<file path="src/rtl/rv_ctrl_pkg.sv">
// Shared types and encodings for the multi-cycle RV32I control unit.
package rv_ctrl_pkg;

  typedef enum logic [3:0] {
    S_FETCH,
    S_DECODE,
    S_MEMADR,
    S_MEMREAD,
    S_MEMWB,
    S_MEMWRITE,
    S_EXEC_R,
    S_EXEC_I,
    S_ALUWB,
    S_BRANCH,
    S_JAL,
    S_JALR,
    S_LUI,
    S_TRAP
  } state_e;

  typedef enum logic [3:0] {
    ALU_ADD  = 4'b0000,
    ALU_SUB  = 4'b0001,
    ALU_AND  = 4'b0010,
    ALU_OR   = 4'b0011,
    ALU_XOR  = 4'b0100,
    ALU_SLL  = 4'b0101,
    ALU_SRL  = 4'b0110,
    ALU_SRA  = 4'b0111,
    ALU_SLT  = 4'b1000,
    ALU_SLTU = 4'b1001
  } alu_op_e;

  typedef enum logic [2:0] {
    IMM_I = 3'b000,
    IMM_S = 3'b001,
    IMM_B = 3'b010,
    IMM_U = 3'b011,
    IMM_J = 3'b100
  } imm_src_e;

  localparam logic [6:0] OP_LOAD   = 7'b0000011;
  localparam logic [6:0] OP_STORE  = 7'b0100011;
  localparam logic [6:0] OP_R      = 7'b0110011;
  localparam logic [6:0] OP_IMM    = 7'b0010011;
  localparam logic [6:0] OP_BRANCH = 7'b1100011;
  localparam logic [6:0] OP_JAL    = 7'b1101111;
  localparam logic [6:0] OP_JALR   = 7'b1100111;
  localparam logic [6:0] OP_LUI    = 7'b0110111;
  localparam logic [6:0] OP_AUIPC  = 7'b0010111;

  localparam logic [1:0] SRCA_PC    = 2'b00;
  localparam logic [1:0] SRCA_OLDPC = 2'b01;
  localparam logic [1:0] SRCA_RS1   = 2'b10;
  localparam logic [1:0] SRCA_ZERO  = 2'b11;

  localparam logic [1:0] SRCB_RS2  = 2'b00;
  localparam logic [1:0] SRCB_IMM  = 2'b01;
  localparam logic [1:0] SRCB_FOUR = 2'b10;

  localparam logic [1:0] RES_ALUOUT = 2'b00;
  localparam logic [1:0] RES_MEM    = 2'b01;
  localparam logic [1:0] RES_ALU    = 2'b10;

  // Immediate format used while DECODE precomputes old_pc + imm.
  function automatic imm_src_e imm_for_opcode(input logic [6:0] op);
    case (op)
      OP_STORE:         return IMM_S;
      OP_BRANCH:        return IMM_B;
      OP_JAL:           return IMM_J;
      OP_LUI, OP_AUIPC: return IMM_U;
      default:          return IMM_I;
    endcase
  endfunction

  // Integer ALU op from funct3; alt selects SUB/SRA.
  function automatic alu_op_e arith_op(input logic [2:0] f3, input logic alt);
    case (f3)
      3'b000:  return alt ? ALU_SUB : ALU_ADD;
      3'b001:  return ALU_SLL;
      3'b010:  return ALU_SLT;
      3'b011:  return ALU_SLTU;
      3'b100:  return ALU_XOR;
      3'b101:  return alt ? ALU_SRA : ALU_SRL;
      3'b110:  return ALU_OR;
      default: return ALU_AND;
    endcase
  endfunction

endpackage

</file>
<file path="src/rtl/alu_decoder.sv">
// Maps opcode/funct3/funct7 to the ALU operation and flags illegal encodings.
module alu_decoder import rv_ctrl_pkg::*; (
  input  logic [6:0] opcode,
  input  logic [2:0] funct3,
  input  logic [6:0] funct7,
  output alu_op_e    alu_control,
  output logic       legal
);

  // Operation select and legality check per instruction class.
  always_comb begin
    alu_control = ALU_ADD;
    legal       = 1'b0;
    case (opcode)
      OP_R: begin
        legal = (funct7 == 7'b0000000) ||
                ((funct7 == 7'b0100000) && ((funct3 == 3'b000) || (funct3 == 3'b101)));
        alu_control = arith_op(funct3, funct7[5]);
      end
      OP_IMM: begin
        if (funct3 == 3'b001)      legal = (funct7 == 7'b0000000);
        else if (funct3 == 3'b101) legal = (funct7 == 7'b0000000) || (funct7 == 7'b0100000);
        else                       legal = 1'b1;
        // funct7 is immediate data except on shifts, so SUB never applies here
        alu_control = arith_op(funct3, (funct3 == 3'b101) && funct7[5]);
      end
      OP_BRANCH: begin
        legal = (funct3[2:1] != 2'b01);
        if (!funct3[2])     alu_control = ALU_SUB;
        else if (funct3[1]) alu_control = ALU_SLTU;
        else                alu_control = ALU_SLT;
      end
      OP_LOAD, OP_STORE:       legal = (funct3 == 3'b010);
      OP_JALR:                 legal = (funct3 == 3'b000);
      OP_JAL, OP_LUI, OP_AUIPC: legal = 1'b1;
      default:                 legal = 1'b0;
    endcase
  end

endmodule

</file>
<file path="src/rtl/multicycle_controller.sv">
// FSM control unit for the multi-cycle RV32I core with memory handshake and sticky traps.
module multicycle_controller import rv_ctrl_pkg::*; #(
  parameter bit          USE_MEM_READY  = 1'b1,
  parameter int unsigned TIMEOUT_CYCLES = 0
) (
  input  logic       clk,
  input  logic       rst,
  input  logic [6:0] opcode,
  input  logic [2:0] funct3,
  input  logic [6:0] funct7,
  input  logic       alu_zero,
  input  logic       mem_ready,
  output logic       pc_write,
  output logic       ir_write,
  output logic       adr_src,
  output logic       mem_read,
  output logic       mem_write,
  output logic       reg_write,
  output logic [1:0] result_src,
  output logic [1:0] alu_src_a,
  output logic [1:0] alu_src_b,
  output logic [2:0] imm_src,
  output logic [3:0] alu_control,
  output logic       pc_clr_lsb,
  output logic       illegal_instr,
  output logic       bus_error
);

  localparam int unsigned CNT_W = (TIMEOUT_CYCLES > 1) ? $clog2(TIMEOUT_CYCLES) : 1;
  localparam logic [CNT_W-1:0] CNT_LAST =
    (TIMEOUT_CYCLES > 0) ? CNT_W'(TIMEOUT_CYCLES - 1) : '0;

  state_e           state_q, state_d;
  logic             jalr_flag_q, jalr_flag_d;
  logic             illegal_q, illegal_d;
  logic             bus_err_q, bus_err_d;
  logic [CNT_W-1:0] wait_cnt_q, wait_cnt_d;

  alu_op_e dec_op;
  logic    dec_legal;
  logic    done, mem_state, timeout, taken;

  alu_decoder u_alu_decoder (
    .opcode      (opcode),
    .funct3      (funct3),
    .funct7      (funct7),
    .alu_control (dec_op),
    .legal       (dec_legal)
  );

  assign done      = mem_ready | ~USE_MEM_READY;
  assign mem_state = state_q inside {S_FETCH, S_MEMREAD, S_MEMWRITE};
  assign timeout   = (TIMEOUT_CYCLES != 0) && mem_state && !done && (wait_cnt_q == CNT_LAST);
  assign taken     = funct3[0] ^ (funct3[2] ? ~alu_zero : alu_zero);

  assign illegal_instr = illegal_q;
  assign bus_error     = bus_err_q;

  // State and flag registers, asynchronously reset.
  always_ff @(posedge clk or posedge rst) begin
    if (rst) begin
      state_q     <= S_FETCH;
      jalr_flag_q <= 1'b0;
      illegal_q   <= 1'b0;
      bus_err_q   <= 1'b0;
      wait_cnt_q  <= '0;
    end else begin
      state_q     <= state_d;
      jalr_flag_q <= jalr_flag_d;
      illegal_q   <= illegal_d;
      bus_err_q   <= bus_err_d;
      wait_cnt_q  <= wait_cnt_d;
    end
  end

  // Next-state, trap flags and stall counter.
  always_comb begin
    state_d     = state_q;
    jalr_flag_d = jalr_flag_q;
    illegal_d   = illegal_q;
    bus_err_d   = bus_err_q;
    case (state_q)
      S_FETCH:    if (done) state_d = S_DECODE;
      S_DECODE: begin
        if (!dec_legal) begin
          state_d   = S_TRAP;
          illegal_d = 1'b1;
        end else begin
          case (opcode)
            OP_LOAD, OP_STORE: state_d = S_MEMADR;
            OP_R:              state_d = S_EXEC_R;
            OP_IMM:            state_d = S_EXEC_I;
            OP_BRANCH:         state_d = S_BRANCH;
            OP_JAL:            state_d = S_JAL;
            OP_JALR:           state_d = S_JALR;
            OP_LUI:            state_d = S_LUI;
            OP_AUIPC:          state_d = S_ALUWB;
            default: begin
              state_d   = S_TRAP;
              illegal_d = 1'b1;
            end
          endcase
        end
      end
      S_MEMADR:   state_d = (opcode == OP_STORE) ? S_MEMWRITE : S_MEMREAD;
      S_MEMREAD:  if (done) state_d = S_MEMWB;
      S_MEMWB:    state_d = S_FETCH;
      S_MEMWRITE: if (done) state_d = S_FETCH;
      S_EXEC_R,
      S_EXEC_I,
      S_LUI:      state_d = S_ALUWB;
      S_ALUWB:    state_d = S_FETCH;
      S_BRANCH:   state_d = S_FETCH;
      S_JALR: begin
        jalr_flag_d = 1'b1;
        state_d     = S_JAL;
      end
      S_JAL: begin
        jalr_flag_d = 1'b0;
        state_d     = S_ALUWB;
      end
      S_TRAP:     state_d = S_TRAP;
      default:    state_d = S_FETCH;
    endcase
    // timeout only fires while !done, so it never races a normal completion
    if (timeout) begin
      state_d   = S_TRAP;
      bus_err_d = 1'b1;
    end
    if (state_d != state_q)                  wait_cnt_d = '0;
    else if (mem_state && !done && (wait_cnt_q != '1)) wait_cnt_d = wait_cnt_q + CNT_W'(1);
    else                                     wait_cnt_d = wait_cnt_q;
  end

  // Control outputs decoded from the current state.
  always_comb begin
    pc_write    = 1'b0;
    ir_write    = 1'b0;
    adr_src     = 1'b0;
    mem_read    = 1'b0;
    mem_write   = 1'b0;
    reg_write   = 1'b0;
    result_src  = RES_ALUOUT;
    alu_src_a   = SRCA_PC;
    alu_src_b   = SRCB_RS2;
    imm_src     = IMM_I;
    alu_control = ALU_ADD;
    pc_clr_lsb  = 1'b0;
    case (state_q)
      S_FETCH: begin
        mem_read   = !timeout;
        alu_src_b  = SRCB_FOUR;
        result_src = RES_ALU;
        ir_write   = done;
        pc_write   = done;
      end
      S_DECODE: begin
        alu_src_a = SRCA_OLDPC;
        alu_src_b = SRCB_IMM;
        imm_src   = imm_for_opcode(opcode);
      end
      S_MEMADR: begin
        alu_src_a = SRCA_RS1;
        alu_src_b = SRCB_IMM;
        imm_src   = (opcode == OP_STORE) ? IMM_S : IMM_I;
      end
      S_MEMREAD: begin
        mem_read = !timeout;
        adr_src  = 1'b1;
      end
      S_MEMWB: begin
        result_src = RES_MEM;
        reg_write  = 1'b1;
      end
      S_MEMWRITE: begin
        mem_write = !timeout;
        adr_src   = 1'b1;
      end
      S_EXEC_R: begin
        alu_src_a   = SRCA_RS1;
        alu_control = dec_op;
      end
      S_EXEC_I: begin
        alu_src_a   = SRCA_RS1;
        alu_src_b   = SRCB_IMM;
        alu_control = dec_op;
      end
      S_ALUWB:  reg_write = 1'b1;
      S_BRANCH: begin
        alu_src_a   = SRCA_RS1;
        alu_control = dec_op;
        pc_write    = taken;
      end
      S_JALR: begin
        alu_src_a = SRCA_RS1;
        alu_src_b = SRCB_IMM;
      end
      S_JAL: begin
        alu_src_a  = SRCA_OLDPC;
        alu_src_b  = SRCB_FOUR;
        pc_write   = 1'b1;
        pc_clr_lsb = jalr_flag_q;
      end
      S_LUI: begin
        alu_src_a = SRCA_ZERO;
        alu_src_b = SRCB_IMM;
        imm_src   = IMM_U;
      end
      default: ;
    endcase
    if (rst) begin
      pc_write  = 1'b0;
      ir_write  = 1'b0;
      mem_read  = 1'b0;
      mem_write = 1'b0;
      reg_write = 1'b0;
    end
  end

endmodule

</file>
<file path="config.mk">
export PLATFORM = sky130hd
export DESIGN_NAME = multicycle_controller
export DESIGN_NICKNAME = d
export VERILOG_FILES = /design/src/rtl/rv_ctrl_pkg.sv /design/src/rtl/alu_decoder.sv /design/src/rtl/multicycle_controller.sv
export SDC_FILE = /design/constraint.sdc
export NUM_CORES = 1
export LEC_CHECK = 0
export ABC_AREA = 1
export CORE_ASPECT_RATIO = 1.25
export CORE_MARGIN = 2
export CORE_UTILIZATION = 44
export CTS_CLUSTER_SIZE = 25
export DETAILED_ROUTE_END_ITERATION = 10
export HOLD_SLACK_MARGIN = 0.08
export PLACE_DENSITY = 0.77
export SLEW_MARGIN = 20
export SYNTH_ARGS = -nofsm -noshare
export SYNTH_HDL_FRONTEND = slang
export SYNTH_HIERARCHICAL = 1
export SYNTH_SLANG_ARGS = --single-unit
</file>
<file path="constraint.sdc">
create_clock -name clk -period 1.5 [get_ports clk]
set_input_delay 0.3 -clock clk [delete_from_list [all_inputs] [get_ports clk]]
set_output_delay 0.3 -clock clk [all_outputs]
set_load 0.05 [all_outputs]
</file>
==> results of run 1 <==
stage by stage:
| stage | area, µm² | hold WS [ns] | worst slack (ns) | TNS, ns |
|---|---|---|---|---|
| 3_3_place_gp | 2280 | 0.520 | -0.618 | -7.39 |
| 2_1_floorplan | 1270 | 0.0910 | -0.405 | -1.62 |
cell usage after synthesis (3+ instances only):
cell type / count
sky130_fd_sc_hd__nand2_2: 3
sky130_fd_sc_hd__nand2_1: 59
sky130_fd_sc_hd__o21ai_0: 4
sky130_fd_sc_hd__nor2_1: 49
sky130_fd_sc_hd__dfrtp_1: 6
sky130_fd_sc_hd__inv_1: 38
sky130_fd_sc_hd__inv_2: 9
sky130_fd_sc_hd__nand3_1: 14
sky130_fd_sc_hd__nor2_2: 7
sky130_fd_sc_hd__o211ai_1: 3
sky130_fd_sc_hd__a21oi_1: 11
logic make-up after synthesis:
family | synth area share [%]
xor gates and xnor gates | 0.774
AOI/OAI and AO/OA | 11.2
other | 0.332
DFF | 13.3
and+or+nand+nor | 57.7
buffers and inverters | 16.7
==> run_summary.xml, run 1 <==
<?xml version="1.0" encoding="UTF-8"?>
<metrics>
  <group name="status">
    <metric name="result_of_the_run" unit="">aborted with a tool error</metric>
    <metric name="step_where_the_flow_halted" unit="">detailed placement</metric>
    <metric name="error_line" unit="">[ERROR DPL-0033] detailed placement checks failed during check placement.</metric>
  </group>
  <group name="synthesis">
    <metric name="post_synth_inst_count" unit="">224</metric>
    <metric name="yosys_warnings" unit="">6</metric>
    <metric name="summed_instance_area_of_the_synthesized_netlist" unit="mm²">0.00113</metric>
    <metric name="synth_edf_count" unit="">0</metric>
    <metric name="synth_flop_cell" unit="">sky130_fd_sc_hd__dfrtp_1</metric>
    <metric name="synth_cell_type_count" unit="">29</metric>
    <metric name="netlist_top_cells_area" unit="">sky130_fd_sc_hd__nand2_1, sky130_fd_sc_hd__nor2_1, sky130_fd_sc_hd__dfrtp_1</metric>
    <metric name="synth_top_area_share" unit="%">19.6</metric>
    <metric name="synthesis_stage_register_bit_count" unit="">6</metric>
    <metric name="mean_post_synth_cell_area" unit="µm²">5.05</metric>
    <metric name="synth.yosys.seq_area_share" unit="%">13.3</metric>
    <metric name="synth_largest_area_cell" unit="">sky130_fd_sc_hd__nand2_1</metric>
    <metric name="postSynthNetCount" unit="">245</metric>
    <metric name="asyncSetResetFlopFracSynth" unit="%">100</metric>
  </group>
  <group name="placed_design">
    <metric name="port_buffers" unit="">41</metric>
    <metric name="place_congestion" unit="">0.956</metric>
    <metric name="detail_placement_hpwl" unit="mm">4.68</metric>
  </group>
  <group name="floorplan">
    <metric name="die_x" unit="µm">49.4</metric>
    <metric name="pin_count" unit="">43</metric>
    <metric name="die_h" unit="µm">60.7</metric>
    <metric name="standard_cell_row_count" unit="">20</metric>
    <metric name="start_util" unit="%">46.6</metric>
  </group>
</metrics>
==> run 2: changes to the inputs <==
Settings changed: CORE_AREA from default to 2 2 63 65, CORE_ASPECT_RATIO 1.25 to default, CORE_MARGIN 2 to default, CORE_UTILIZATION 44 to default, CTS_CLUSTER_SIZE 25 to default, DIE_AREA from default to 0 0 65 67, HOLD_SLACK_MARGIN 0.08 to default, PLACE_DENSITY 0.77 to default, PLACE_DENSITY_LB_ADDON from default to 0.15.
==> run_summary.xml, run 2 <==
<?xml version="1.0" encoding="UTF-8"?>
<metrics>
  <group name="finish">
    <metric name="area_added_between_synthesis_and_finish" unit="%">159</metric>
    <metric name="layout.cells.most_common_list" unit="">sky130_fd_sc_hd__buf_4, sky130_fd_sc_hd__nand2_1, sky130_fd_sc_hd__inv_1, sky130_fd_sc_hd__buf_6, sky130_fd_sc_hd__nor2_4</metric>
    <metric name="regMostFlops" unit="">state_q</metric>
    <metric name="final_common_cell" unit="">sky130_fd_sc_hd__buf_4</metric>
    <metric name="post-route-util" unit="%">81.4</metric>
    <metric name="antenna_cells_inserted" unit="">0</metric>
    <metric name="finalNonFillerCells" unit="">395</metric>
    <metric name="number_of_flip_flops_in_the_largest_register" unit="">4</metric>
    <metric name="layout.nets" unit="">370</metric>
    <metric name="share_of_layout_cells_above_drive_strength_1" unit="%">60.5</metric>
  </group>
  <group name="synthesis">
    <metric name="synth_largest_area_cell" unit="">sky130_fd_sc_hd__nand2_1</metric>
    <metric name="synthesis_stage_register_bit_count" unit="">6</metric>
    <metric name="post_synth_inst_count" unit="">224</metric>
    <metric name="netlist_top_cells_count" unit="">sky130_fd_sc_hd__nand2_1, sky130_fd_sc_hd__nor2_1, sky130_fd_sc_hd__inv_1</metric>
    <metric name="synth_cell_type_count" unit="">29</metric>
    <metric name="mean_post_synth_cell_area" unit="µm²">5.05</metric>
    <metric name="synth_flop_cell" unit="">sky130_fd_sc_hd__dfrtp_1</metric>
    <metric name="netlist_top_cells_area" unit="">sky130_fd_sc_hd__nand2_1, sky130_fd_sc_hd__nor2_1, sky130_fd_sc_hd__dfrtp_1</metric>
    <metric name="postSynthNetCount" unit="">245</metric>
    <metric name="yosysMostFrequentCell" unit="">sky130_fd_sc_hd__nand2_1</metric>
    <metric name="synth_edf_count" unit="">0</metric>
    <metric name="synth_top_area_share" unit="%">19.6</metric>
    <metric name="synth.yosys.seq_area_share" unit="%">13.3</metric>
    <metric name="summed_instance_area_of_the_synthesized_netlist" unit="mm²">0.00113</metric>
    <metric name="asyncSetResetFlopFracSynth" unit="%">100</metric>
    <metric name="yosys_warnings" unit="">6</metric>
  </group>
  <group name="placed_design">
    <metric name="port_buffers" unit="">41</metric>
    <metric name="place_congestion" unit="">0.929</metric>
    <metric name="placed_instances" unit="">363</metric>
    <metric name="detail_placement_hpwl" unit="mm">3.09</metric>
  </group>
  <group name="status">
    <metric name="result_of_the_run" unit="">finished, violations left</metric>
    <metric name="violations" unit="">negative setup slack</metric>
  </group>
  <group name="power_and_ir_drop">
    <metric name="power_density" unit="mW/mm²">1320</metric>
    <metric name="worst_ir_drop_vdd" unit="µV">451</metric>
    <metric name="power.static_leakage" unit="nW">1.40</metric>
    <metric name="total_power" unit="mW">3.87</metric>
  </group>
  <group name="floorplan">
    <metric name="standard_cell_row_count" unit="">22</metric>
    <metric name="start_util" unit="%">31.4</metric>
    <metric name="core_ar" unit="mm²">0.00361</metric>
    <metric name="die_x" unit="µm">65</metric>
    <metric name="pin_count" unit="">43</metric>
    <metric name="die_h" unit="µm">67</metric>
    <metric name="die_area" unit="mm²">0.00436</metric>
  </group>
  <group name="setup_path">
    <metric name="cp_cell_sequence" unit="">inv_2 -&gt; nor2_2 -&gt; inv_2 -&gt; buf_6 -&gt; nor2_4 -&gt; inv_4 -&gt; buf_4 -&gt; buf_6 -&gt; nand3_4 -&gt; buf_12</metric>
    <metric name="crit_arrival" unit="ns">1.64</metric>
    <metric name="end_kind" unit="">output port</metric>
    <metric name="crit_path_top_delay_cell" unit="">sky130_fd_sc_hd__dfrtp_1</metric>
    <metric name="worst-path-max-fanout" unit="">6</metric>
    <metric name="timing_worst_setup_path_type" unit="">flop to output port</metric>
    <metric name="worst_path_largest_cell_delay" unit="ns">0.40</metric>
    <metric name="worst-endpoint-required" unit="ns">1.20</metric>
    <metric name="setup.worst_path.start_class" unit="">flop</metric>
  </group>
  <group name="drt">
    <metric name="drt_first_pass_iters" unit="">4</metric>
    <metric name="postRouteAntennaNets" unit="">0</metric>
    <metric name="via_per_inst" unit="">4.68</metric>
    <metric name="detail_route.wl_per_cell" unit="µm">12.8</metric>
    <metric name="drt_drc_violations_left" unit="">0</metric>
    <metric name="routed_wl" unit="mm">5.06</metric>
    <metric name="num_vias" unit="">1850</metric>
    <metric name="detail_route.iter0.violations" unit="">52</metric>
  </group>
  <group name="sta">
    <metric name="drv_slew" unit="">0</metric>
    <metric name="setup_skew" unit="ns">0.00114</metric>
    <metric name="grt_setup_unrepaired" unit="">true</metric>
    <metric name="fin_hold_ws" unit="ns">0.515</metric>
    <metric name="worst_slack" unit="ns">-0.435</metric>
    <metric name="final.min_clock_period" unit="ns">1.94</metric>
    <metric name="final_min_period_over_clock_period" unit="%">129</metric>
    <metric name="fmax" unit="GHz">0.517</metric>
    <metric name="timing.final.hold_violations" unit="">0</metric>
    <metric name="setup_violations" unit="">22</metric>
  </group>
  <group name="cts">
    <metric name="cts_max_path_buffers" unit="">2</metric>
    <metric name="cts_htree_levels" unit="">1</metric>
    <metric name="clock_buffers_created_by_tritoncts" unit="">3</metric>
    <metric name="cts.sink_count" unit="">6</metric>
    <metric name="ctsHoldBuffers" unit="">0</metric>
    <metric name="clk_pin_slew_worst_paths" unit="ns">0.04</metric>
    <metric name="clockRootBuffer" unit="">sky130_fd_sc_hd__clkbuf_8</metric>
    <metric name="cts_tree" unit="">built</metric>
    <metric name="clk-insertion-delay-late" unit="ns">0.22</metric>
  </group>
  <group name="global_routing">
    <metric name="global_route.usage.total" unit="%">21.6</metric>
    <metric name="global_route_wire_length_before_repair" unit="mm">7.54</metric>
    <metric name="met2_usage" unit="%">40.5</metric>
    <metric name="groute.layer.met1.usage" unit="%">24.2</metric>
    <metric name="groute.layer.met3.usage" unit="%">3.55</metric>
    <metric name="grt_antenna_before_repair" unit="">0</metric>
    <metric name="globalRoute.busiestLayer" unit="">met2</metric>
    <metric name="grt_pass1_vias" unit="">1787</metric>
    <metric name="remaining_overflow_grt" unit="">0</metric>
    <metric name="largest_net_degree_at_the_start_of_global_routing" unit="">8</metric>
  </group>
  <group name="min_path">
    <metric name="hold_class" unit="">input pin to asynchronous set/reset pin</metric>
  </group>
  <group name="flow_run">
    <metric name="max-cap-violations" unit="">0</metric>
  </group>
</metrics>
[run 2: kinds of logic (layout without fill, tap and decap cells)]
logic type | after synthesis | after routing | synth area share, %
other | 1 | 1 | 0.332
XOR/XNOR | 1 | 1 | 0.774
flip-flops | 6 | 6 | 13.3
AND/OR/NAND/NOR | 145 | 145 | 57.7
AO/OA/AOI/OAI | 22 | 22 | 11.2
buffers and inverters | 49 | 172 | 16.7
[run 2: final cells by class]
type                       instances  area, µm²
tap                               48       60.1
multi-input combinational        169       1160
inverter                          47        194
clock buffer                       3       41.3
fill                             251        672
timing repair buffer             122       1320
sequential                         6        153
[run 2: stage by stage]
step | worst slack [ns] | instance area [µm²] | TNS [ns]
CTS | -0.395 | 2640 | -6.25
global placement | -0.622 | 2340 | -7.56
detailed placement | -0.640 | 2340 | -7.85
finish | -0.435 | 2930 | -7.34
floorplan | -0.405 | 1270 | -1.62
global route | -0.502 | 2930 | -8.61
[run 2: worst paths after layout]
| check | from | depth (start not counted) | slack, ns | endpoint |
|---|---|---|---|---|
| max | state_q[0]$_DFFE_PP0P_ | 10 | -0.44 | alu_src_a[0] |
| min | rst | 3 | 0.52 | state_q[0]$_DFFE_PP0P_ |
| max reg2reg | state_q[0]$_DFFE_PP0P_ | 13 | -0.26 | state_q[0]$_DFFE_PP0P_ |
| min reg2reg | illegal_instr$_DFFE_PP0P_ | 1 | 0.53 | illegal_instr$_DFFE_PP0P_ |
| max in group asynchronous | rst | 3 | 0.76 | state_q[2]$_DFFE_PP0P_ |
| min in group clk | illegal_instr$_DFFE_PP0P_ | 1 | 0.53 | illegal_instr$_DFFE_PP0P_ |
[run 2: worst max-delay path, delay by kind of cell, from the launching register on]
kind,cells,cell delay (ns)
and+or+nand+nor,3,0.30
buffers and inverters,7,0.72
DFF,1,0.40
[run 2: what timing repair did]
action | in CTS | in global routing
gates resized for setup | 78 | 92
gates cloned | 0 | 0
buffers inserted | 22 | 10
endpoints found under the setup margin | 25 | 25
pin swaps | 28 | 36
[run 2: where the power goes]
group	internal [mW]	total, mW	switching [mW]
Sequential	0.207	0.280	0.0726
Clock	0.172	0.244	0.0711
Combinational	1.69	3.34	1.66
[run 2: metal layers]
layer	part of all wire [%]	vias up	wire length, µm
met2	56	58	2810
met4	3.0	0	154
met5	0	-	0
li1	-	925	-
met3	3.9	17	196
met1	37	850	1890
Note: power is estimated with default switching activity, not from simulation.
